==> config.mk <==
export PLATFORM = sky130hd
export DESIGN_NAME = risc_ctrl
export DESIGN_NICKNAME = d
export VERILOG_FILES = /design/src/rtl/risc_ctrl.sv
export SDC_FILE = /design/constraint.sdc
export NUM_CORES = 1
export LEC_CHECK = 0
export CORE_AREA = 10 10 47 49
export DETAILED_ROUTE_END_ITERATION = 10
export DIE_AREA = 0 0 57 59
export GPL_TIMING_DRIVEN = 0
export PLACE_DENSITY = 0.69
export SLEW_MARGIN = 30
export SYNTH_ARGS = -nofsm -noshare
export SYNTH_HDL_FRONTEND = slang
export SYNTH_SLANG_ARGS = --single-unit
==> constraint.sdc <==
create_clock -name clk -period 1.6 [get_ports clk]
set_input_delay 0.16 -clock clk [delete_from_list [all_inputs] [get_ports clk]]
set_output_delay 0.16 -clock clk [all_outputs]
set_load 0.01 [all_outputs]
==> src/rtl/risc_ctrl.sv <==
// risc_ctrl: eight-phase instruction sequencer with stopped/halted run states.
// Phase states encode as 0..7 so the phase number is just the low state bits.
module risc_ctrl #(
  parameter bit AUTO_START = 1'b0
) (
  input  logic       clk,
  input  logic       rst,
  input  logic       start,
  input  logic [2:0] opcode,
  input  logic       zero,
  output logic       sel,
  output logic       rd,
  output logic       ld_ir,
  output logic       inc_pc,
  output logic       ld_pc,
  output logic       ld_acc,
  output logic       wr,
  output logic       data_e,
  output logic       halt,
  output logic       busy,
  output logic [2:0] phase
);
  typedef enum logic [3:0] {P0, P1, P2, P3, P4, P5, P6, P7, STOPPED, HALTED} state_e;
  state_e state_q, state_d;
  logic hlt, skz, jmp, sto, aluop, late;
  always_ff @(posedge clk or posedge rst)
    if (rst) state_q <= STOPPED;
    else     state_q <= state_d;
  always_comb begin
    hlt    = opcode == 3'b000;
    skz    = opcode == 3'b001;
    sto    = opcode == 3'b110;
    jmp    = opcode == 3'b111;
    aluop  = opcode inside {3'b010, 3'b011, 3'b100, 3'b101};
    state_d = state_q == STOPPED ? ((start || AUTO_START) ? P0 : STOPPED) :
              state_q == HALTED  ? (start ? P0 : HALTED) :
              state_q == P7      ? P0 :
              (state_q == P4 && hlt) ? HALTED : state_e'(state_q + 4'd1);
    busy   = ~state_q[3];
    phase  = busy ? state_q[2:0] : 3'd0;
    late   = state_q inside {P6, P7};
    sel    = busy && !state_q[2];
    rd     = state_q inside {P1, P2, P3} || (aluop && state_q inside {P5, P6, P7});
    ld_ir  = state_q inside {P2, P3};
    inc_pc = state_q == P4 || (state_q == P6 && skz && zero);
    ld_pc  = late && jmp;
    ld_acc = state_q == P7 && aluop;
    wr     = state_q == P7 && sto;
    data_e = late && sto;
    halt   = state_q == HALTED || (state_q == P4 && hlt);
  end
endmodule

==> Word level (Yosys, flattened, before mapping) <==
Index checks and enable logic that the tools add are counted.
{ "totals": {"register_bits": 4, "output_inout_bits": 13, "elab_cells": 45} }
{ "classes": {"addsub": 1, "n_eq_ne": 16, "n_mux": 7, "bitwise": 1, "n_reduce_logical": 19} }
{ "ops": {"columns": ["operator", "n"], "rows": [
  ["$mux W4", 6],
  ["$eq A4 B3 Y1 const B", 4],
  ["$eq A3 B3 Y1 const B", 4],
  ["$logic_and A1 B1 Y1", 9],
  ["$eq A4 B2 Y1 const B", 2],
  ["$eq A4 B4 Y1 const B", 2],
  ["$eq A3 B2 Y1 const B", 2],
  ["$reduce_bool A3 Y1", 2],
  ["$add A4 B1 Y4 const B", 1],
  ["$eq A4 B1 Y1 const B", 1],
  ["$reduce_bool A2 Y1", 2],
  ["$reduce_bool A4 Y1", 1],
  ["$eq A3 B1 Y1 const B", 1],
  ["$logic_not A3 Y1", 1],
  ["$logic_or A1 B1 Y1", 3],
  ["$mux W3", 1],
  ["$logic_not A1 Y1", 1],
  ["$not A1 Y1", 1]
]} }

==> Logic depth before layout (Yosys ltp) <==
{ "logic_depth": {"word_depth": 6, "ltp_mapped": 5, "ltp_nobuf": 5} }

==> Worst setup path after synthesis <==
OpenSTA, ideal clock, no wires.
{ "synth_timing": {"path_type": "register to output", "from": "register state_q[0]", "to": "output port rd", "arrival_time_ns": 1.126, "path_slack_ns": 0.314, "stages_incl_launch_ff": 5, "cell_sequence": "dfrtp_1 inv_1 ha_1 nor2_1 a221oi_1"} }
{ "synth_between": {"elab_chain_len": 4} }
{ "synth_lines": {"columns": ["item", "line", "text"], "rows": [
  ["start, declared", "24", "state_e state_q, state_d;"],
  ["start signal, assigned", "28", "else state_q <= state_d;"],
  ["$eq A4 B3 Y1", "43", "rd = state_q inside {P1, P2, P3} || (aluop && state_q inside {P5, P6, P7});"],
  ["$reduce_bool A3 Y1", "43", null],
  ["$logic_and A1 B1 Y1", "43", null],
  ["$logic_or A1 B1 Y1 *", "43", null],
  ["end, declared", "12", "output logic rd,"]
]} }
Every way passes the cells marked *; elsewhere a longest branch is shown, timed or not.

==> Worst setup path after layout <==
{ "layout_timing": {"from": "register state_q[3]", "to": "output port halt"} }
{ "layout_between": {"elab_chain_len": 3} }
{ "layout_lines": {"columns": ["item", "line", "text"], "rows": [
  ["$eq A4 B3 Y1", "50", "halt = state_q == HALTED || (state_q == P4 && hlt);"],
  ["$logic_and A1 B1 Y1", "50", null],
  ["$logic_or A1 B1 Y1 *", "50", null],
  ["end, declared", "19", "output logic halt,"]
]} }
Marked as above.

==> results.md <==
* Adder-cell share of the synthesized area at 0.116
* Slew @ Worst Pin at 0.287 ns
* Post-synthesis compound-gate area fraction at 0.233
* Status: finished, violations left
* HP Class: in -> async
* PortBufs at 19
* Crit path capture type: output port
* RSZ-0062 raised after global routing: yes
* Num CTS Buffers at 3
* Sequential cell area fraction in the yosys report at 0.235
* Worst R2R Path Depth at 5
* Starting Density at 0.307
* Most flop-heavy register: state_q
* Worst-path clk slew at 0.04 ns
* Reg2reg setup slack at roughly 0.26 ns
* First-pass GRT wire length at 2290 um
* Antenna Violating Nets Remaining at 0
* Antenna cells at 0
* CP Launch Point: state_q[3]
* Vias in the first global route at approximately 540
* HPWL Detailed at 959 um
* Minimum clock period at 1.61 ns
* Synth area leader: dfrtp_1
* Sequential cell area at 103 um2
* Crit path DAT at 1.45 ns
* Overflow after GRT at 0
* Root buf cell: clkbuf_4
* Core Region at 0.00140 mm2
* Simple-gate share of the synthesized area at 0.308
* Largest net degree at the start of global routing at 11
* XOR/XNOR Fraction of Synth Area at 0.0203
* Post-synthesis mux area share at 0
* Worst Skew at 0.00431 ns
* Final period util at 1.01
* Finished Layout Cells at about 100
* Fillers at 127
* Max reg flops at 4
* Data required, critical path at 1.44 ns
* Tot Pwr at 1.63 mW
* Placer Congestion at 0.816
* Post-Syn Area per Cell at approximately 8.4 um2
* Reg2reg end: state_q[0]
* Drt first pass iters at 4
* Hold Vio Cnt, Final at 0
* Setup CP Type: reg -> out
* Die height at 59 um
* Pre-CTS setup slack at -0.402 ns
* Unique masters post-synth at 31
* Cell Pwr Density at between 1500 and 2000 mW/mm2
* PnR worst setup slack at -0.0116 ns
* Initial DRC count at 5
* Maximum clock rate at around 620 MHz
* Synth Register Bits at 4
* Synth warn at 0
* Layout cell share with drive strength beyond 1 at 0.517
* Area delta synth->final at 93.6%
* # setup viols final at 1
* Crit-path max FO at 3
* Final Net Count at 99
* Worst ir drop on vdd at 1.01 mV
* Wirelength, routed at 1530 um
* IO Count at 20
* Fin area at 833 um2
* DRC errors left at 0
* Vias at 513
* Drt wl/cell at about 15 um
* Clock sink count at 4
* Synth area leaders: dfrtp_1, ha_1, dfstp_2
* Die Span X at 57 um
* Die area at 0.00336 mm2
* Clk buf depth at 2
* Gr usage total at 0.0807
* Cells after Synth at 51
* Post-synth top area share at 0.174
* Slew headroom at 0.807
* Main combinational cell family by area after synthesis: simple AND/OR/NAND/NOR gates
* CTS tree: done
* Reg2Reg Launch Point: state_q[3]
* CTS H-tree lvls at 1
* Top flop regs: state_q: 4 flops
* Syn Std Cell Area at 430 um2
* Clock Latency Late Sink at 0.23 ns
* Via density at between 4 and 5
* Failing checks: negative setup slack
* Dpl cell area at 641 um2
* End point of the critical path: halt
* Max_cap viols at 0
* Leakage at 0.365 nW
* Setup TNS at -0.0116 ns
* Syn_nets at between 60 and 70
* Critical path launch point type: flip-flop
* Area of the multi-input gates at 392 um2
* Initial antenna violation count at 0
* Placed cells at 86
* Number of cell rows at 14
* Max Slew Vio Count at 0
-- worst max-delay path, cell delays in order (launching register included) --
cell and delay (ns):
dfstp_2 0.57, nor3b_4 0.06, buf_4 0.14, and3_4 0.16
o21bai_1 0.15, buf_2 0.14
-- cell families after synthesis --
kind of cell             Yosys count
AO/OA/AOI/OAI                     12
XOR/XNOR                           1
adder cells (fa/ha/maj)            4
buffers and inverters              7
flip-flops                         4
AND/OR/NAND/NOR                   23
-- worst min path at each step --
stage	end	slack [ns]	depth (start not counted)
floorplan	state_q[0]	-0.07	1
global placement	state_q[2]	0.35	2
detailed placement	state_q[2]	0.35	2
CTS	state_q[1]	0.1	2
global route	state_q[0]	0.11	2
finish	state_q[0]	0.10	2
-- routing by layer --
metal	GRT usage	wire length, um	vias to the layer above
met4	0.0302	0	0
met1	0.0852	615	246
met3	0.0279	99	0
li1	-	-	255
met5	0	0	-
met2	0.144	810	12
-- what timing repair did --
| item | 4_1_cts | 5_1_grt |
|---|---|---|
| setup endpoints to repair | 13 | 7 |
| hold buffers | 0 | 0 |
| endpoints found under the hold margin | 0 | 0 |
| setup buffers | 8 | 5 |
| pin swaps | 2 | 5 |
| resized for setup | 34 | 26 |
-- stage by stage --
| stage | utilization | hold WS [ns] |
|---|---|---|
| after floorplan | - | -0.0746 |
| after global placement | 0.457 | 0.346 |
| after detailed placement | 0.457 | 0.349 |
| after CTS | 0.511 | 0.0994 |
| after global routing | 0.595 | 0.111 |
| final | 0.595 | 0.104 |
-- synthesized netlist by cell type (all sizes together) --
cell type	n
dfrtp	3
nand2	2
a32oi	1
dfstp	1
xnor2	1
nand2b	3
o32ai	2
a31o	1
a41oi	1
buf	2
o21bai	1
nor2	7
o21ai	2
nand3b	1
ha	4
a21oi	1
nand4	1
inv	5
and3	1
o21a	1
nor3b	2
a31oi	1
a221oi	1
and4	1
nor3	2
nor2b	3
-- cell usage in the layout, fill, tap and decap left out, types with 2 or more instances in the layout --
cell type / count
buf_4: 10
nand2_1: 2
inv_2: 2
dfrtp_1: 2
nand2b_1: 3
clkbuf_4: 3
buf_6: 5
inv_1: 3
clkdlybuf4s50_1: 5
dlygate4sd2_1: 6
nor2_4: 2
buf_2: 4
nor2b_1: 2
clkbuf_2: 4
ha_4: 4
nor2_1: 5
-- power by group --
group	switching (mW)	internal (mW)	total (mW)
Combinational	0.613	0.647	1.26
Clock	0.0396	0.0935	0.133
Sequential	0.0628	0.170	0.233
-- area by class of cell --
type | instances | share of cell area
Inverter | 5 | 0.0225
Multi-Input combinational cell | 40 | 0.470
Sequential cell | 4 | 0.123
Clock buffer | 4 | 0.0315
Tap cell | 16 | 0.0240
Buffer | 2 | 0.0270
Timing Repair Buffer | 32 | 0.302
Note: power is estimated with default switching activity, not from simulation.
